==> src/rtl/seg_scan_driver_if.sv <==
// Bundles the display-side signals of seg_scan_driver: the load/data/blank inputs and the
// registered anode/segment/decimal-point outputs plus the frame_done strobe.
interface seg_scan_driver_if #(
  parameter int unsigned NUM_DIGITS = 8
);
  logic                    load;
  logic [4*NUM_DIGITS-1:0] digits_in;
  logic [NUM_DIGITS-1:0]   dp_in;
  logic                    blank_in;
  logic [NUM_DIGITS-1:0]   AN;
  logic [6:0]              SEG;
  logic                    DP;
  logic                    frame_done;

  modport master (
    output load, digits_in, dp_in, blank_in,
    input  AN, SEG, DP, frame_done
  );

  modport slave (
    input  load, digits_in, dp_in, blank_in,
    output AN, SEG, DP, frame_done
  );
endinterface

==> src/rtl/seg_scan_driver.sv <==
// Multiplexed common-anode seven-segment scan driver with frame-aligned double buffering.
// Optional leading-zero blanking is enabled by defining SEG_LZB_EN.
module seg_scan_driver #(
  parameter int unsigned NUM_DIGITS  = 8,
  parameter int unsigned REFRESH_DIV = 100000
) (
  input  logic             clk,
  input  logic             rst,
  seg_scan_driver_if.slave bus
);

  localparam int unsigned PW = $clog2(REFRESH_DIV);
  localparam int unsigned IW = $clog2(NUM_DIGITS);

  logic [PW-1:0]           presc_q, presc_d;
  logic [IW-1:0]           idx_q, idx_d;
  logic [4*NUM_DIGITS-1:0] act_dig_q, act_dig_d, pend_dig_q, pend_dig_d;
  logic [NUM_DIGITS-1:0]   act_dp_q, act_dp_d, pend_dp_q, pend_dp_d;
  logic                    pend_valid_q, pend_valid_d;
  logic [NUM_DIGITS-1:0]   an_q, an_d;
  logic [6:0]              seg_q, seg_d;
  logic                    dp_q, dp_d;
  logic                    frame_done_q, frame_done_d;

  logic                  tick, wrap;
  logic [3:0]            cur_digit;
  logic [NUM_DIGITS-1:0] lzb_blank;
  logic                  lead_zero;

  function automatic logic [6:0] decode(input logic [3:0] n);
    logic [6:0] s;
    unique case (n)
      4'h0: s = 7'b1000000;
      4'h1: s = 7'b1111001;
      4'h2: s = 7'b0100100;
      4'h3: s = 7'b0110000;
      4'h4: s = 7'b0011001;
      4'h5: s = 7'b0010010;
      4'h6: s = 7'b0000010;
      4'h7: s = 7'b1111000;
      4'h8: s = 7'b0000000;
      4'h9: s = 7'b0010000;
      4'hA: s = 7'b0001000;
      4'hB: s = 7'b0000011;
      4'hC: s = 7'b1000110;
      4'hD: s = 7'b0100001;
      4'hE: s = 7'b0000110;
      4'hF: s = 7'b0001110;
    endcase
    return s;
  endfunction

  assign tick      = (presc_q == PW'(REFRESH_DIV - 1));
  assign wrap      = tick && (idx_q == IW'(NUM_DIGITS - 1));
  assign cur_digit = act_dig_q[{idx_q, 2'b00} +: 4];

`ifdef SEG_LZB_EN
  // Scan from the most significant digit down; a digit is blanked while everything at and
  // above it is zero and it carries no decimal point. Digit 0 is never blanked.
  always_comb begin
    lzb_blank = '0;
    lead_zero = 1'b1;
    for (int i = NUM_DIGITS - 1; i >= 0; i--) begin
      lead_zero    = lead_zero && (act_dig_q[4*i +: 4] == 4'h0);
      lzb_blank[i] = (i > 0) && lead_zero && !act_dp_q[i];
    end
  end
`else
  always_comb begin
    lzb_blank = '0;
    lead_zero = 1'b0;
  end
`endif

  always_comb begin
    presc_d      = tick ? '0 : presc_q + PW'(1);
    idx_d        = idx_q;
    act_dig_d    = act_dig_q;
    act_dp_d     = act_dp_q;
    pend_dig_d   = pend_dig_q;
    pend_dp_d    = pend_dp_q;
    pend_valid_d = pend_valid_q;

    if (tick) idx_d = wrap ? '0 : idx_q + IW'(1);

    if (wrap && pend_valid_q) begin
      act_dig_d    = pend_dig_q;
      act_dp_d     = pend_dp_q;
      pend_valid_d = 1'b0;
    end
    // A load coinciding with the wrap becomes the next pending value.
    if (bus.load) begin
      pend_dig_d   = bus.digits_in;
      pend_dp_d    = bus.dp_in;
      pend_valid_d = 1'b1;
    end

    an_d = ~({{(NUM_DIGITS - 1){1'b0}}, 1'b1} << idx_q);
    if (bus.blank_in || lzb_blank[idx_q]) an_d = '1;
    seg_d        = decode(cur_digit);
    dp_d         = ~act_dp_q[idx_q];
    frame_done_d = wrap;
  end

  always_ff @(posedge clk) begin
    if (!rst) begin
      presc_q      <= '0;
      idx_q        <= '0;
      act_dig_q    <= '0;
      act_dp_q     <= '0;
      pend_dig_q   <= '0;
      pend_dp_q    <= '0;
      pend_valid_q <= 1'b0;
      an_q         <= '1;
      seg_q        <= 7'b1111111;
      dp_q         <= 1'b1;
      frame_done_q <= 1'b0;
    end else begin
      presc_q      <= presc_d;
      idx_q        <= idx_d;
      act_dig_q    <= act_dig_d;
      act_dp_q     <= act_dp_d;
      pend_dig_q   <= pend_dig_d;
      pend_dp_q    <= pend_dp_d;
      pend_valid_q <= pend_valid_d;
      an_q         <= an_d;
      seg_q        <= seg_d;
      dp_q         <= dp_d;
      frame_done_q <= frame_done_d;
    end
  end

  assign bus.AN         = an_q;
  assign bus.SEG        = seg_q;
  assign bus.DP         = dp_q;
  assign bus.frame_done = frame_done_q;

endmodule

==> src/flat_wrapper.sv <==
// flat-port wrapper written by rule: the top's interface ports become plain ports
module seg_scan_driver_flat 
#(
  parameter int unsigned NUM_DIGITS  = 8,
  parameter int unsigned REFRESH_DIV = 100000
)
  (clk, rst, bus_load, bus_digits_in, bus_dp_in, bus_blank_in, bus_AN, bus_SEG, bus_DP, bus_frame_done);
  seg_scan_driver_if #(.NUM_DIGITS(NUM_DIGITS)) bus_i ();
  input  logic clk;
  input  logic rst;
  input wire logic [$bits(bus_i.load)-1:0] bus_load;
  input wire logic [$bits(bus_i.digits_in)-1:0] bus_digits_in;
  input wire logic [$bits(bus_i.dp_in)-1:0] bus_dp_in;
  input wire logic [$bits(bus_i.blank_in)-1:0] bus_blank_in;
  output wire logic [$bits(bus_i.AN)-1:0] bus_AN;
  output wire logic [$bits(bus_i.SEG)-1:0] bus_SEG;
  output wire logic [$bits(bus_i.DP)-1:0] bus_DP;
  output wire logic [$bits(bus_i.frame_done)-1:0] bus_frame_done;
  assign bus_i.load = bus_load;
  assign bus_i.digits_in = bus_digits_in;
  assign bus_i.dp_in = bus_dp_in;
  assign bus_i.blank_in = bus_blank_in;
  assign bus_AN = bus_i.AN;
  assign bus_SEG = bus_i.SEG;
  assign bus_DP = bus_i.DP;
  assign bus_frame_done = bus_i.frame_done;
  seg_scan_driver #(.NUM_DIGITS(NUM_DIGITS), .REFRESH_DIV(REFRESH_DIV)) u_core (.clk(clk), .rst(rst), .bus(bus_i));
endmodule
==> config.mk <==
export PLATFORM = sky130hd
export DESIGN_NAME = seg_scan_driver_flat
export DESIGN_NICKNAME = d
export VERILOG_FILES = /design/src/rtl/seg_scan_driver_if.sv /design/src/rtl/seg_scan_driver.sv /design/src/flat_wrapper.sv
export SDC_FILE = /design/constraint.sdc
export NUM_CORES = 1
export LEC_CHECK = 0
export BUFFER_PORTS_ARGS = -buffer_cell sky130_fd_sc_hd__buf_2
export CAP_MARGIN = 0
export CORE_ASPECT_RATIO = 0.7
export CORE_MARGIN = 2
export CORE_UTILIZATION = 40
export CTS_BUF_LIST = sky130_fd_sc_hd__clkbuf_8
export DETAILED_ROUTE_END_ITERATION = 8
export GPL_ROUTABILITY_DRIVEN = 1
export PLACE_DENSITY = 0.58
export SYNTH_ARGS = -nofsm -noshare
export SYNTH_HDL_FRONTEND = slang
export SYNTH_SLANG_ARGS = --single-unit
==> constraint.sdc <==
create_clock -name clk -period 7.03 [get_ports clk]
set_input_delay 1.406 -clock clk [delete_from_list [all_inputs] [get_ports clk]]
set_output_delay 1.406 -clock clk [all_outputs]
set_load 0.05 [all_outputs]
==> results.toml, run 1 <==
[flow_run]
maxCapViolCount = 0

[cells_and_area]
syn_to_final_growth_pct = 16.5
final_area_um2 = 5660
drive_gt1_share_pct = 18.9
final_cells = 734
nNetsFinal = 620
fillCellCount = 1127
utilization_pct = 48.1
antennaDiodeCount = 0

[route]
drtPass1Iterations = 4
drt-total-wl_mm = 9.90
dr_total_vias = 3584
post_drt_wl_per_cell_um = 13.5
drc = 0
viasPerCell = 4.88
ant_nets = 0
drt_iter0_markers = 190

[synthesis]
synth_area_um2 = 4860
synthTopCellsByArea = "dfxtp_1, mux2i_1, nand2_1"
ys_types = 53
synth_ff_type = "dfxtp_1"
async_reset_ff_share_pct = 0
synth_edf_count = 0
syn_inst = 513
ys_seq_area_share_pct = 48.6
synth_top_area_share_pct = 48.6
yosys_warnings = 0
synth_top_area_cell = "dfxtp_1"
synth_fp_nets = 569
synth_commonest_cells = "dfxtp_1, nand2_1, nor2_1, mux2i_1, a21oi_1"
avgSynthCellArea_um2 = 9.47
yosysMostFrequentCell = "dfxtp_1"
synth_seq_cells = 118

[sta]
skew_ns = 0.0130
finalHoldViolCount = 0
fin_tns_setup_ns = 0
min_period_over_period_pct = 43.3
relSlewSlack_pct = 17.3
fmax_ghz = 0.328
drv_slew = 0
fin_crit_ns = 3.04
rsz0062_at_grt = "false"
setup_violations = 0
tightest_slew_ns = 1.24

[critical_path]
cp.required_ns = 7.34
max_stage_delay_ns = 0.88
critPathTopFamily = "multiplexers"
cp_cell_sequence = "mux4_2 -> mux2i_1 -> inv_1 -> ha_1 -> mux2i_1 -> nor2_1 -> a311o_1"
critPathArrivalTime_ns = 3.35
cp_max_fo = 16
cp.buffers_inverters = 1
path_class = "reg -> reg"
crit_top_cell = "mux2i_1"
slowest_stage = "dfxtp_1"
start_kind = "flop"
endpoint_kind = "flop"

[hold_path]
hold_class = "reg -> reg"

[clock_tree]
htree_levels = 4
insertion_delay_ns = 0.42
cts_tree = "built"
clkTransAtPathRegs_ns = 0.07
clockBufferDepth = 2
hold_buffers = 0
cts-root-buf = "clkbuf_8"
ctsResizeCount = 0
postCtsSetupBuffers = 0
clkSinkCount = 118
numCtsBuffers = 17

[status]
status = "finished clean"

[floorplan]
die-height_um = 96.2
io_pins = 61
fp-row-count = 33
fp.coreArea_um2 = 11800
chipWidth_um = 136
start_util_pct = 41.3
die_area_um2 = 13100

[place]
dp.cells = 702
portBuffers = 60
gp_congestion = 0.790
placed_cell_area_um2 = 5190
dpl.hpwl_mm = 6.68

[grt]
grt_start_max_net_pins = 86
track_usage_pct = 16.5
grt_pass1_wl_mm = 16.6
grt_pass1_vias = 3407
antenna_found_initial = 0
overflow = 0

[power_and_ir_drop]
power_density_nw_per_um2 = 261
leakagePower_nw = 2.31
max-vdd-ir-drop_uv = 134
finalPower_mw = 1.48
## state kept, by name, summed over array words and instances (netlist names)
name,flops
u_core.pend_dp_q,8
u_core.bus.SEG,7
u_core.pend_valid_q,1
u_core.act_dp_q,8
u_core.presc_q,17
u_core.bus.AN,8
u_core.idx_q,3
u_core.pend_dig_q,32
u_core.bus.DP,1
u_core.bus.frame_done,1
u_core.act_dig_q,32
## worst reg2reg max path, cell delays in order (launching register included)
cell and delay, ns:
dfxtp_1 0.88, mux4_2 0.60, mux2i_1 0.53, inv_1 0.15, ha_1 0.27, mux2i_1 0.16, nor2_1 0.06, a311o_1 0.31
## stage by stage
step,hold WS [ns],setup WS [ns]
5_1_grt,0.469,3.78
4_1_cts,0.450,3.95
6_report,0.447,3.99
3_3_place_gp,0.432,4.15
3_5_place_dp,0.442,3.97
2_1_floorplan,0.417,4.55
## cell type report
class | instances | area [um^2] | area share, %
well taps | 157 | 196 | 3.47
multi-input cells | 355 | 2280 | 40.3
repair buffers | 63 | 323 | 5.71
clock buffers | 19 | 262 | 4.62
inverters | 9 | 33.8 | 0.597
flip-flops and latches | 118 | 2360 | 41.8
clock inverters | 13 | 203 | 3.58
## cells in the final DEF, fill, tap and decap left out, types with 2 or more instances in the layout
cell type	instances
dfxtp_1	118
bufinv_16	5
nand3_1	10
clkinv_4	2
clkinvlp_4	2
nand4_1	3
nor3_1	3
buf_4	3
o21a_1	2
o21ai_0	3
nand2_1	97
or3_1	3
xor2_1	8
and3_1	4
nor2b_1	5
clkinv_2	4
mux4_1	4
buf_2	60
mux2_1	2
nor2_1	69
mux4_2	4
clkbuf_8	19
ha_1	12
nand2b_1	2
a21oi_1	41
mux2i_1	49
xnor2_1	7
nor3b_1	2
inv_1	8
## path summary, 6_finish.rpt
kind	startpoint	end	cells after the start	slack (ns)
hold reg to reg	u_core.act_dig_q[26]	u_core.act_dig_q[26]	2	0.45
setup reg to reg	u_core.idx_q[0]	u_core.bus.SEG[6]	7	3.99
hold / removal	u_core.act_dig_q[26]	u_core.act_dig_q[26]	2	0.45
setup / recovery	u_core.idx_q[0]	u_core.bus.SEG[6]	7	3.99
## per-layer routing
layer	vias up	part of all wire (%)	global-route usage [%]	wire length [um]
met2	74	41	23.7	4060
met4	0	0.80	5.99	79
met1	1664	53	23.3	5270
met3	7	4.9	4.79	484
met5	-	0	0	0
li1	1839	-	-	-
## kinds of logic after synthesis
logic type | Yosys count | synth area share, %
muxes | 61 | 15.3
buffers and inverters | 40 | 4.43
xor gates and xnor gates | 15 | 2.71
AOI/OAI and AO/OA | 61 | 7.58
and+or+nand+nor | 206 | 18.3
DFF | 118 | 48.6
adders and majority gates | 12 | 3.09
## power breakdown
part / internal [mW] / total, mW / switching, mW
clock: 0.439 / 0.714 / 0.275
combinational: 0.0279 / 0.0656 / 0.0377
sequential: 0.686 / 0.696 / 0.0102
Power figures use the tool's default switching activity.
==> run 2, diff against run 1 <==
Clock period 7.03 ns to 2.9 ns, I/O delays scaled along.
==> results.toml, run 2 (synthesis gave the netlist of run 1 again) <==
[status]
status = "finished clean"

[sta]
fin_tns_setup_ns = 0
fin_hold_ws_ns = 0.378
fmax_ghz = 0.411
finalHoldViolCount = 0
rsz0062_at_grt = "false"
setup_slack_ns = 0.465
min_period_over_period_pct = 84.0
tightest_slew_ns = 0.616
fin_crit_ns = 2.43
drv_slew = 0
setup_violations = 0
relSlewSlack_pct = 59.0
skew_ns = 0.0112

[cells_and_area]
drive_gt1_share_pct = 19.4
nNetsFinal = 627
syn_to_final_growth_pct = 17.9
antennaDiodeCount = 0
largestRegisters = "u_core.act_dig_q: 32 flops, u_core.pend_dig_q: 32 flops, u_core.presc_q: 17 flops"
final_common_cell = "dfxtp_1"
utilization_pct = 48.7
layout_common_cells = "dfxtp_1, nand2_1, nor2_1"

[critical_path]
timing.rr.end = "u_core.bus.SEG[6]"
cp_max_fo = 6
reg2reg_depth = 8
critPathArrivalTime_ns = 2.76
worstSetupStartpoint = "u_core.idx_q[0]"
crit-reg2reg-launch = "u_core.idx_q[0]"
path_class = "reg -> reg"
start_kind = "flop"
cp.required_ns = 3.23
r2r_slack_ns = 0.47
endpoint_kind = "flop"
endpoint = "u_core.bus.SEG[6]"

[route]
drtPass1Iterations = 4
viasPerCell = 4.92
dr_total_vias = 3640
drc = 0
drt_iter0_markers = 143
drt-total-wl_mm = 10.1
post_drt_wl_per_cell_um = 13.7
ant_nets = 0

[clock_tree]
htree_levels = 4
postCtsSetupBuffers = 0
insertion_delay_ns = 0.44
ctsResizeCount = 0
numCtsBuffers = 17
cts-root-buf = "clkbuf_8"
clkSinkCount = 118
hold_buffers = 0
clkTransAtPathRegs_ns = 0.07
clockBufferDepth = 2
cts_tree = "built"

[place]
gp_congestion = 0.761
dp_slack_ns = 0.466
dpl.hpwl_mm = 7.26
portBuffers = 60

[power_and_ir_drop]
power_density_nw_per_um2 = 621
max-vdd-ir-drop_uv = 302
leakagePower_nw = 2.36

[hold_path]
hold_path_depth = 3
hold_class = "in -> reg"

[grt]
grt_pass1_vias = 3479
track_usage_pct = 16.9
grt_start_max_net_pins = 62
antenna_found_initial = 0
overflow = 0
grt_pass1_wl_mm = 16.9

[floorplan]
fp.coreArea_um2 = 11800
die_area_um2 = 13100
die-height_um = 96.2
chipWidth_um = 136
start_util_pct = 41.3
fp-row-count = 33
io_pins = 61

[flow_run]
maxCapViolCount = 0
[run 2: cell count changes in the layout (fill, tap and decap cells not counted), sizes merged]
cell	change
buf	+7
clkinv	-3
inv	+2
clkbuf	+1
clkinvlp	-1
[run 2: how the worst min path moves through the flow]
stage | to | startpoint | slack (ns)
floorplan | u_core.presc_q[0] | u_core.presc_q[0] | 0.42
global placement | u_core.presc_q[0] | u_core.presc_q[0] | 0.43
detailed placement | u_core.act_dig_q[25] | u_core.act_dig_q[25] | 0.45
CTS | u_core.pend_dig_q[24] | bus_digits_in[24] | 0.35
global route | u_core.pend_dp_q[1] | bus_dp_in[1] | 0.35
finish | u_core.pend_dp_q[0] | bus_dp_in[0] | 0.38
[run 2: layout make-up]
class                   count  area, um^2
flip-flops and latches    118        2360
clock buffers              20         275
well taps                 157         196
repair buffers             70         400
multi-input cells         355        2280
fillers                  1134        6040
clock inverters            11         180
inverters                   9        33.8
[run 2: metrics by stage]
stage               std cells  power (mW)  instance area (um^2)
global placement          709        1.88                  5270
CTS                       740        3.60                  5730
detailed placement        709        1.89                  5270
global route              740        3.71                  5730
finish                    740        3.56                  5730
floorplan                 513        1.83                  4860
[run 2: worst max-delay path, cell delays in order (launching register included)]
cell and delay [ns]:
dfxtp_1 0.49, buf_4 0.23, mux4_2 0.51, mux2i_1 0.23, inv_1 0.10, ha_1 0.24
mux2i_1 0.16, nor2_1 0.06, a311o_1 0.31
[run 2: power by group]
group | switching, mW | internal (mW) | leakage (nW)
Combinational | 0.0933 | 0.0703 | 1.16
Clock | 0.630 | 1.08 | 0.237
Sequential | 0.0237 | 1.66 | 0.962
[run 2: layer usage]
layer | track usage [%] | up-vias | wire length, um
li1 | - | 1850 | -
met5 | 0 | - | 0
met1 | 22.9 | 1702 | 5280
met3 | 6.06 | 11 | 495
met4 | 6.16 | 0 | 82
met2 | 24.9 | 77 | 4280
